$ cat config.mk
export PLATFORM = sky130hd
export DESIGN_NAME = regread_arbiter_flat
export DESIGN_NICKNAME = d
export VERILOG_FILES = /design/src/rtl/regread_arbiter_if.sv /design/src/rtl/regread_arbiter.sv /design/src/flat_wrapper.sv
export SDC_FILE = /design/constraint.sdc
export NUM_CORES = 1
export LEC_CHECK = 0
export BUFFER_PORTS_ARGS = -buffer_cell sky130_fd_sc_hd__buf_4
export CAP_MARGIN = 20
export CORE_ASPECT_RATIO = 0.6
export CORE_MARGIN = 2
export CORE_UTILIZATION = 47
export CTS_CLUSTER_SIZE = 10
export DETAILED_ROUTE_END_ITERATION = 12
export PLACE_DENSITY = 0.89
export SYNTH_ARGS = -nofsm -noshare
export SYNTH_HDL_FRONTEND = slang
export SYNTH_SLANG_ARGS = --single-unit
$ cat constraint.sdc
create_clock -name clk -period 4.2 [get_ports clk]
set_input_delay 0.21 -clock clk [delete_from_list [all_inputs] [get_ports clk]]
set_output_delay 0.21 -clock clk [all_outputs]
set_load 0.01 [all_outputs]
$ cat src/rtl/regread_arbiter_if.sv
// Handshake bundle between the register-file read port arbiter, its
// requesters, the 32:1 x 64-bit read mux, and the response consumer.
// The slave modport is the arbiter's view; master is the environment's.
interface regread_arbiter_if #(
  parameter int NREQ = 4,
  parameter int IDW  = $clog2(NREQ)
);
  logic [NREQ-1:0]      req_valid;
  logic [NREQ-1:0][4:0] req_addr;
  logic [NREQ-1:0]      req_ready;
  logic [4:0]           rf_select;
  logic [63:0]          rf_data;
  logic                 rsp_valid;
  logic                 rsp_ready;
  logic [IDW-1:0]       rsp_id;
  logic [63:0]          rsp_data;

  modport slave (
    input  req_valid, req_addr, rf_data, rsp_ready,
    output req_ready, rf_select, rsp_valid, rsp_id, rsp_data
  );

  modport master (
    output req_valid, req_addr, rf_data, rsp_ready,
    input  req_ready, rf_select, rsp_valid, rsp_id, rsp_data
  );
endinterface

$ cat src/rtl/regread_arbiter.sv
// Round-robin arbiter/sequencer for the shared 64-bit register-file read
// port. One grant drives rf_select, a full cycle is left for the gate-level
// mux to settle, then the value is captured and returned tagged with the
// requester ID. Optional macro REGREAD_XZR_EN: register 31 reads as zero.
module regread_arbiter #(
  parameter int NREQ = 4,
  parameter int IDW  = $clog2(NREQ)
) (
  input logic              clk,
  input logic              reset,
  regread_arbiter_if.slave bus
);

  localparam logic [1:0] S_IDLE = 2'd0;
  localparam logic [1:0] S_READ = 2'd1;
  localparam logic [1:0] S_RESP = 2'd2;

  logic [1:0]      state;
  logic [IDW-1:0]  ptr;
  logic [IDW-1:0]  win;
  logic            found;
  logic            grant_en;
  logic            grant;
  logic [63:0]     rd_val;

  // Round-robin search starting one past the last winner, wrapping.
  always_comb begin
    found = 1'b0;
    win   = '0;
    for (int k = 1; k <= NREQ; k++) begin
      logic [IDW-1:0] cand;
      cand = IDW'((int'(ptr) + k) % NREQ);
      if (!found && bus.req_valid[cand]) begin
        found = 1'b1;
        win   = cand;
      end
    end
  end

  // A grant may only issue from IDLE, or from RESP once the current
  // response is being accepted; never while reset is held.
  always_comb begin
    grant_en      = (state == S_IDLE) || ((state == S_RESP) && bus.rsp_ready);
    grant         = grant_en && found && !reset;
    bus.req_ready = grant ? (NREQ'(1) << win) : '0;
  end

  // Value captured from the mux; XZR build forces register 31 to zero.
  always_comb begin
`ifdef REGREAD_XZR_EN
    rd_val = (bus.rf_select == 5'd31) ? 64'h0 : bus.rf_data;
`else
    rd_val = bus.rf_data;
`endif
  end

  // Sequencer: grant -> settle/capture -> hold response until accepted.
  always_ff @(posedge clk) begin
    if (reset) begin
      state         <= S_IDLE;
      ptr           <= IDW'(NREQ - 1);
      bus.rf_select <= '0;
      bus.rsp_valid <= 1'b0;
      bus.rsp_id    <= '0;
      bus.rsp_data  <= '0;
    end else begin
      case (state)
        S_IDLE: begin
          if (grant) begin
            bus.rf_select <= bus.req_addr[win];
            bus.rsp_id    <= win;
            ptr           <= win;
            state         <= S_READ;
          end
        end
        S_READ: begin
          bus.rsp_data  <= rd_val;
          bus.rsp_valid <= 1'b1;
          state         <= S_RESP;
        end
        S_RESP: begin
          if (bus.rsp_ready) begin
            bus.rsp_valid <= 1'b0;
            if (grant) begin
              bus.rf_select <= bus.req_addr[win];
              bus.rsp_id    <= win;
              ptr           <= win;
              state         <= S_READ;
            end else begin
              state <= S_IDLE;
            end
          end
        end
        default: state <= S_IDLE;
      endcase
    end
  end

endmodule

$ cat src/flat_wrapper.sv
// flat-port wrapper written by rule: the top's interface ports become plain ports
module regread_arbiter_flat 
#(
  parameter int NREQ = 4,
  parameter int IDW  = $clog2(NREQ)
)
  (clk, reset, bus_req_valid, bus_req_addr, bus_rf_data, bus_rsp_ready, bus_req_ready, bus_rf_select, bus_rsp_valid, bus_rsp_id, bus_rsp_data);
  regread_arbiter_if #(.NREQ(NREQ), .IDW(IDW)) bus_i ();
  input logic clk;
  input logic reset;
  input wire logic [$bits(bus_i.req_valid)-1:0] bus_req_valid;
  input wire logic [$bits(bus_i.req_addr)-1:0] bus_req_addr;
  input wire logic [$bits(bus_i.rf_data)-1:0] bus_rf_data;
  input wire logic [$bits(bus_i.rsp_ready)-1:0] bus_rsp_ready;
  output wire logic [$bits(bus_i.req_ready)-1:0] bus_req_ready;
  output wire logic [$bits(bus_i.rf_select)-1:0] bus_rf_select;
  output wire logic [$bits(bus_i.rsp_valid)-1:0] bus_rsp_valid;
  output wire logic [$bits(bus_i.rsp_id)-1:0] bus_rsp_id;
  output wire logic [$bits(bus_i.rsp_data)-1:0] bus_rsp_data;
  assign bus_i.req_valid = bus_req_valid;
  assign bus_i.req_addr = bus_req_addr;
  assign bus_i.rf_data = bus_rf_data;
  assign bus_i.rsp_ready = bus_rsp_ready;
  assign bus_req_ready = bus_i.req_ready;
  assign bus_rf_select = bus_i.rf_select;
  assign bus_rsp_valid = bus_i.rsp_valid;
  assign bus_rsp_id = bus_i.rsp_id;
  assign bus_rsp_data = bus_i.rsp_data;
  regread_arbiter #(.NREQ(NREQ), .IDW(IDW)) u_core (.clk(clk), .reset(reset), .bus(bus_i));
endmodule
### Word level (Yosys, flattened, before mapping)

Cells that the tools add are included.

* multiplexer cells: 34
* $add $sub $neg: 4
* reduce and logical (&&, ||, !) cells: 17
* shift-type cells: 1
* eq/ne operators: 4
* order comparisons: 5

Operator list (number)
* $mux 2: 10
* $lt 2x3->1 const B: 5
* $mux 5: 3
* $bmux 5 s2: 1
* $mux 1: 10
* $pmux 5 s2: 1
* $bmux 1 s2: 4
* $pmux 2 s2: 2
* $logic_and 1x1->1: 6
* $pmux 2 s3: 1
* $reduce_and 2->1: 3
* $add 2x1->2 const B: 2
* $add 2x2->2 const B: 2
* $logic_not 1->1: 4
* $mux 4: 1
* $reduce_bool 2->1: 2
* $shl 1x2->4 const A: 1
* $eq 2x1->1 const B: 1
* $eq 2x2->1 const B: 1
* $logic_not 2->1: 1
* $ne 2x1->1 const B: 1
* $ne 2x2->1 const B: 1
* $pmux 1 s2: 1
* $logic_or 1x1->1: 1

* input bits: 91
* flip-flop bits (word level): 76
* output and inout port bits: 76
* logic and storage cells: 71

### Longest topological paths before layout

Gate-level depths: netlist of run 1.

* word-level depth: 18
* mapped depth: 6

### Least setup slack after synthesis of run 1

No wires, ideal clock.

* kind: flip-flop to output port
* from: register u_core.state[1]
* to: output bus_req_ready[0]
* arrival time: 1302 ps
* setup slack: 2688 ps
* cell stages (with the launch flop): 6
* path through: dfxtp_1 -> a221oi_4 -> nor3b_2 -> buf_4 -> inv_2 -> nor2_1

* word-level cells in the longest chain between the ends: 6
* elaborated cells on any way between the ends: 7
* those cells by class: eq/ne (1); mux (1); reduce/logical (5)

RTL lines
* start, declared: RTL line regread_arbiter.sv:18 `logic [1:0] state;`
* start signal, assigned: RTL line regread_arbiter.sv:60 `state <= S_IDLE;`
* start signal, assigned: RTL line regread_arbiter.sv:73 `state <= S_READ;`
* start signal, assigned: RTL line regread_arbiter.sv:79 `state <= S_RESP;`
* $eq 2x2->1: RTL line regread_arbiter.sv:43 `grant_en = (state == S_IDLE) || ((state == S_RESP) && bus.rsp_ready);`
* $logic_and 1x1->1: RTL line regread_arbiter.sv:43
* $logic_or 1x1->1 (*): RTL line regread_arbiter.sv:43
* $logic_and 1x1->1 (*) (2 in series): RTL line regread_arbiter.sv:44 `grant = grant_en && found && !reset;`
* $mux 4 (*): RTL line regread_arbiter.sv:45 `bus.req_ready = grant ? (NREQ'(1) << win) : '0;`
* end, declared: RTL line flat_wrapper.sv:15 `output wire logic [$bits(bus_i.req_ready)-1:0] bus_req_ready;`

Every way passes the cells marked *; elsewhere a longest branch is shown, timed or not.

### Worst setup path after layout of run 1

Same ends and word-level chain as after synthesis.

==> impl_metrics.csv, run 1 <==
group,metric,value,unit
status,status,"finished, final reports clean",
placement,hpwl,5990,um
sta,fin_crit,2.37,ns
power,seq_power_share,45.9,%
sta,tns,0,ns
placement,place.gp.congestion,0.817,
yosys,synth-seq-cells,76,
detailed_routing,avgRoutedWirePerCell,13.3,um
global_routing,grt_max_degree,74,
cts,clk_pin_slew,0.08,ns
sta,relSlewSlack,51.4,%
power,p_int,1.31,mW
floorplan,initial_core_util,47.9,%
cts,clockBufferDepth,2,
layout,final_nets,604,
sta,fin_ws,1.83,ns
cts,h-tree-depth,3,
global_routing,grtUsageMet1,29.7,%
detailed_routing,wirelength,8010,um
global_routing,met3_usage,8.25,%
placement,portBuffers,166,
layout,post-route-cell-area,4370,um^2
placement,dp_slack,2.22,ns
layout,syn2layout_area_growth,51.8,%
min_path,min_path_type,"primary input to flop",
yosys,syn_nets,449,
sta,slew_violations,0,
yosys,syn_inst,358,
power,p_leak,1.96,nW
floorplan,pin_count,167,
cts,cts_buffers,9,
worst_setup_path,cpPeakStageDelay,0.68,ns
sta,setup_viol,0,
sta,finalCritPeriodShare,56.5,%
detailed_routing,drtIter0Drc,167,
power,total_power,1.79,mW
global_routing,top_usage_layer,"met2",
worst_setup_path,cp_top_family,"simple AND/OR/NAND/NOR gates",
layout,fillCellCount,473,
layout,ff_latch_area,1520,um^2
layout,diodes,0,
yosys,yosysSeqAreaShare,52.9,%
cts,clock-sinks,76,
worst_setup_path,critical_path_class,"flop to primary output",
worst_setup_path,critPathArrivalTime,2.16,ns
placement,dp.cells,586,
worst_setup_path,rrSetupSlack,2.24,ns
power,clkPwrFrac,33.0,%
cts,clk_latency,0.33,ns
global_routing,grt_overflow,0,
power,power_density,409,nW/um^2
sta,worst_pin_slew,0.726,ns
flow_run,max_cap_viol_count,0,
worst_setup_path,cp-end-kind,"primary output",
layout,final_cells,602,
global_routing,groute.usage.overall,23.4,%
layout,fin_util,72.8,%
global_routing,grt_pass1_wl,12700,um
sta,hold-worst-slack,0.123,ns
sta,clock_skew,0.00742,ns
floorplan,coreArea,6000,um^2
worst_setup_path,crit_fanout,11,
yosys,synth_warnings,0,
worst_setup_path,cp.required,3.99,ns
detailed_routing,final_antenna_net_count,0,
sta,max_freq,422,MHz
cts,cts_hold_buffers,0,
global_routing,grt_pass1_vias,2661,
worst_setup_path,crit_chain,"a221oi_4 > nor3b_2 > inv_2 > nor2_1 > buf_4",
detailed_routing,first_pass_iters,4,
detailed_routing,viasPerCell,4.86,
floorplan,fp.dieW,105,um
global_routing,grt.met2_usage,38.4,%
detailed_routing,route.detailed.drc,0,
sta,finalHoldViolCount,0,
power,swShare,26.9,%
cts,cts_resized,0,
floorplan,die_y,64.6,um
detailed_routing,vias,2927,
power,switchingPower,0.480,mW
layout,drive_above_1_share,37.6,%
cts,cts-root-buf,"clkbuf_8",
cts,cts_tree,"done",
power,irDropWorstVdd,0.000260,V
global_routing,antenna_found_initial,0,
worst_setup_path,crit_path_top_delay_cell,"nor3b_2",
layout,multi_input_comb_area,1250,um^2
yosys,synth_area,2880,um^2
yosys,synth.distinct_cells,32,
floorplan,std_cell_rows,22,
floorplan,die_area,6780,um^2
placement,dpl_cell_area,4150,um^2
yosys,avgSynthCellArea,8.03,um^2
sta,rsz0062_at_grt,"false",
worst_setup_path,cp_num_buf_inv,2,
cts,cts_setup_buffers,0,
worst_setup_path,worstSetupStartpointType,"flop",
power,combPwrFrac,21.1,%
[placed cells by master, fill, tap and decap left out, drive strengths merged, types with 2 or more instances in the layout]
cell type / n
buf: 168
inv: 3
nand3: 10
o2111ai: 5
bufinv: 2
o21ai: 3
clkbuf: 11
mux2i: 6
nand2b: 4
nand2: 135
a21oi: 66
a211oi: 4
nor3b: 2
dfxtp: 76
clkinv: 3
nor2: 12
[area by class of cell]
cell class,instances,share of cell area (%)
Tap cell,84,2.41
Inverter,3,0.258
Clock buffer,11,3.01
Clock inverter,5,1.98
Timing Repair Buffer,168,28.9
Sequential cell,76,34.8
Multi-Input combinational cell,255,28.6
[routing by layer]
metal,vias to the layer above,part of all wire (%)
li1,1483,-
met1,1341,43
met2,97,48
met3,6,7.6
met4,0,0.77
met5,-,0
[cells by family (layout without fill, tap and decap cells)]
kind of cell / count (synthesis) / count (layout) / synth area share, %
DFF: 76 / 76 / 52.9
muxes: 6 / 6 / 2.09
and+or+nand+nor: 167 / 167 / 23.9
AOI/OAI and AO/OA: 82 / 82 / 17.1
buffers and inverters: 27 / 187 / 4.00
[registers in the layout, indices dropped and copies added (netlist names)]
register and count:
u_core.bus.rsp_data 64, u_core.bus.rf_select 5, u_core.bus.rsp_id 2, u_core.ptr 2, u_core.state 2, u_core.bus.rsp_valid 1
[synthesized netlist by cell type (all sizes together)]
cell     instances  area [um^2]
buf             12         58.8
a21oi           66          330
nand2b           4         27.5
a211oi           4         47.5
nor2            12         50.1
nor2b            1         6.26
o2111ai          5         43.8
nand2          135          507
and2b            1         10.0
o21ai            3         18.8
nor3             1         10.0
mux2i            6         60.1
inv              3         11.3
a221oi           1         26.3
a211o            1         8.76
nand3           10         50.1
dfxtp           76         1520
clkbuf          12         45.0
o31a             1         8.76
nand3b           1         7.51
nor3b            2         20.0
o21a             1         7.51
[worst paths after layout]
path | depth (start not counted) | from | endpoint
worst max-delay path | 5 | u_core.state[1]$_SDFFE_PP0P_ | bus_req_ready[0]
worst min-delay path | 3 | bus_rf_data[3] | u_core.bus.rsp_data[3]$_SDFFE_PP0P_
worst max register to register | 4 | u_core.state[1]$_SDFFE_PP0P_ | u_core.bus.rf_select[0]$_SDFFE_PP0P_
worst min register to register | 2 | u_core.bus.rsp_data[17]$_SDFFE_PP0P_ | u_core.bus.rsp_data[17]$_SDFFE_PP0P_
[worst reg2reg max path: stages, from the launching register on]
cell	delay, ns
dfxtp_1	0.39
a221oi_4	0.42
nor3b_2	0.68
nand3_1	0.23
o2111ai_1	0.16
[power groups by stage]
stage | sequential [mW] | clock (mW) | combinational [mW]
final | 0.820 | 0.589 | 0.377
after global routing | 0.827 | 0.638 | 0.411
after CTS | 0.819 | 0.608 | 0.379
after detailed placement | 0.836 | 0 | 0.378
after global placement | 0.832 | 0 | 0.369
after floorplan | 0.857 | 0 | 0.166
No activity file was read; power rests on OpenSTA's default activity.
==> run 2: changes to the inputs <==
Settings changed: ABC_AREA set to 1, CORE_UTILIZATION 47 to 40, PLACE_DENSITY 0.89 to 0.8.
Clock period 4.2 ns to 2.1 ns, I/O delays scaled along.
==> impl_metrics.csv, run 2 <==
group,metric,value,unit
global_routing,grt_pass1_vias,3260,
cts,clock-sinks,76,
yosys,synth-seq-cells,76,
cts,cts_buffers,9,
yosys,synth_top_cell_by_area,"dfxtp_1",
layout,layout_commonest_cell,"buf_4",
worst_setup_path,crit_fanout,14,
sta,relSlewSlack,29.2,%
yosys,synth_edf_count,0,
min_path,min_path_type,"primary input to flop",
detailed_routing,drtIter0Drc,180,
sta,worst_pin_slew,1.06,ns
power,clkPwrFrac,22.4,%
sta,clock_skew,0.00687,ns
worst_setup_path,cp.required,2.00,ns
sta,hold-worst-slack,0.0110,ns
power,total_power,7.48,mW
placement,place.gp.congestion,0.792,
layout,regMostFlops,"u_core.bus.rsp_data",
worst_setup_path,critPathArrivalTime,1.85,ns
cts,clk_latency,0.32,ns
global_routing,antenna_found_initial,0,
yosys,synth_ff_type,"dfxtp_1",
detailed_routing,final_antenna_net_count,0,
layout,largest_reg_flops,64,
sta,finalHoldViolCount,0,
worst_setup_path,critical_path_class,"flop to primary output",
global_routing,grt_max_degree,66,
yosys,synth.top_cell.area_share,49.0,%
yosys,syn_inst,431,
yosys,synth_area,3110,um^2
worst_setup_path,cp-end-kind,"primary output",
sta,tns,0,ns
power,p_leak,2.57,nW
yosys,synth.distinct_cells,23,
sta,setup_viol,0,
flow_run,max_cap_viol_count,0,
layout,fillCellCount,585,
layout,drive_above_1_share,37.7,%
floorplan,pin_count,167,
detailed_routing,vias,3375,
detailed_routing,viasPerCell,4.64,
layout,final_nets,710,
cts,clockBufferDepth,2,
global_routing,grt_pass1_wl,15200,um
cts,cts_tree,"done",
sta,rsz0062_at_grt,"true",
global_routing,groute.usage.overall,21.8,%
detailed_routing,first_pass_iters,4,
placement,portBuffers,166,
floorplan,fp.dieW,118,um
placement,hpwl,6210,um
layout,ff_latch_area,1530,um^2
layout,final_cell_mix,"175 x buf_4, 131 x nor2_1, 74 x dfxtp_1",
power,combPwrFrac,47.6,%
floorplan,std_cell_rows,24,
yosys,synth_warnings,0,
detailed_routing,wirelength,9260,um
power,switchingPower,2.93,mW
layout,syn2layout_area_growth,63.4,%
yosys,synthArstFlopShare,0,%
worst_setup_path,worstSetupStartpointType,"flop",
floorplan,die_y,72.3,um
yosys,yosysSeqAreaShare,49.0,%
layout,diodes,0,
floorplan,die_area,8510,um^2
power,p_int,4.55,mW
detailed_routing,avgRoutedWirePerCell,12.7,um
yosys,yosysMostFrequentCell,"nor2_1",
global_routing,grt_overflow,0,
cts,clk_pin_slew,0.06,ns
detailed_routing,route.detailed.drc,0,
yosys,avgSynthCellArea,7.21,um^2
sta,finalCritPeriodShare,93.1,%
cts,cts-root-buf,"clkbuf_16",
yosys,synth_commonest_cells,"132 x nor2_1, 76 x dfxtp_1, 69 x nand2_1",
power,seq_power_share,30.0,%
floorplan,coreArea,7390,um^2
sta,max_freq,511,MHz
power,swShare,39.2,%
floorplan,initial_core_util,42.0,%
yosys,syn_nets,522,
layout,multi_input_comb_area,1450,um^2
cts,h-tree-depth,3,
power,irDropWorstVdd,0.000958,V
power,power_density,1470,nW/um^2
status,status,"finished, final reports clean",
layout,top_regs,"u_core.bus.rsp_data x64, u_core.bus.rf_select x5",
sta,slew_violations,0,
sta,fin_crit,1.96,ns
yosys,yosys-top-cells-area,"dfxtp_1 49%, nor2_1 16%, o21ai_0 11%",
run 2: cell count changes in the layout (fill, tap and decap cells not counted), moves of 5 or more:
cell | previous run | this run
clkbuf_16 | 0 | 9
a21oi_1 | 66 | 1
nand3_1 | 10 | 15
nand2_2 | 0 | 25
o2111ai_1 | 5 | 0
buf_4 | 168 | 175
o21ai_0 | 2 | 65
dlygate4sd3_1 | 0 | 25
clkbuf_8 | 9 | 2
mux2i_1 | 6 | 0
nand2_1 | 135 | 66
nor2_1 | 10 | 131
run 2: through the flow:
stage	instances	cell area, um^2	util, %	worst slack [ns]
6_report	728	5070	68.7	0.145
5_1_grt	728	5070	68.7	-0.00832
4_1_cts	724	5020	67.9	0.00364
3_5_place_dp	682	4410	59.6	0.128
3_3_place_gp	682	4410	59.6	0.227
2_1_floorplan	431	3110	-	0.418
run 2: timing repair:
item,CTS,global route
endpoints found under the hold margin,25,0
endpoints found under the setup margin,4,4
hold buffers,25,0
resized for setup,5,10
pin swaps,1,2
setup buffers,1,4
run 2: metal layers:
metal,part of all wire (%),GRT usage [%],vias up
li1,-,-,1749
met1,46,26.6,1511
met2,45,35.3,113
met3,8.8,9.98,2
met4,0.17,5.62,0
met5,0,0,-
run 2: area by class of cell:
cell class	instances	area share [%]
inverters	13	1.21
repair buffers	200	30.8
flip-flops and latches	76	30.1
clock inverters	5	1.65
clock buffers	11	4.98
multi-input cells	319	28.6
well taps	104	2.56
run 2: final timing paths:
kind / endpoint / startpoint / slack [ns] / cells past startpoint
worst max-delay path: bus_req_ready[2] / u_core.ptr[0]$_SDFFE_PP1P_ / 0.14 / 11
worst min-delay path: u_core.bus.rsp_data[22]$_SDFFE_PP0P_ / bus_rf_data[22] / 0.01 / 3
worst max register to register: u_core.bus.rf_select[0]$_SDFFE_PP0P_ / u_core.ptr[0]$_SDFFE_PP1P_ / 0.32 / 15
worst min register to register: u_core.bus.rsp_id[0]$_SDFFE_PP0P_ / u_core.bus.rsp_id[0]$_SDFFE_PP0P_ / 0.46 / 2
run 2: power by group through the flow:
stage	logic, mW	clock network (mW)	registers (mW)
global placement	3.23	0	2.20
finish	3.56	1.68	2.24
detailed placement	3.32	0	2.22
global route	3.98	1.77	2.30
floorplan	1.98	0	2.40
CTS	3.42	1.72	2.21
run 2: worst max-delay path, stage by stage (launching register included):
cell,delay [ns]
dfxtp_4,0.41
inv_8,0.06
nand2_2,0.07
nand2_2,0.06
nand2_2,0.06
nand2_2,0.07
nor2_4,0.14
nand3_2,0.10
nand2_4,0.11
nand2_8,0.10
nor3_1,0.22
buf_4,0.15
run 2: cells by family (layout without fill, tap and decap cells):
group	Yosys count	count (layout)	synth area share, %
AO/OA/AOI/OAI	71	71	11.7
buffers and inverters	36	229	5.32
flip-flops	76	76	49.0
AND/OR/NAND/NOR	248	248	34.0
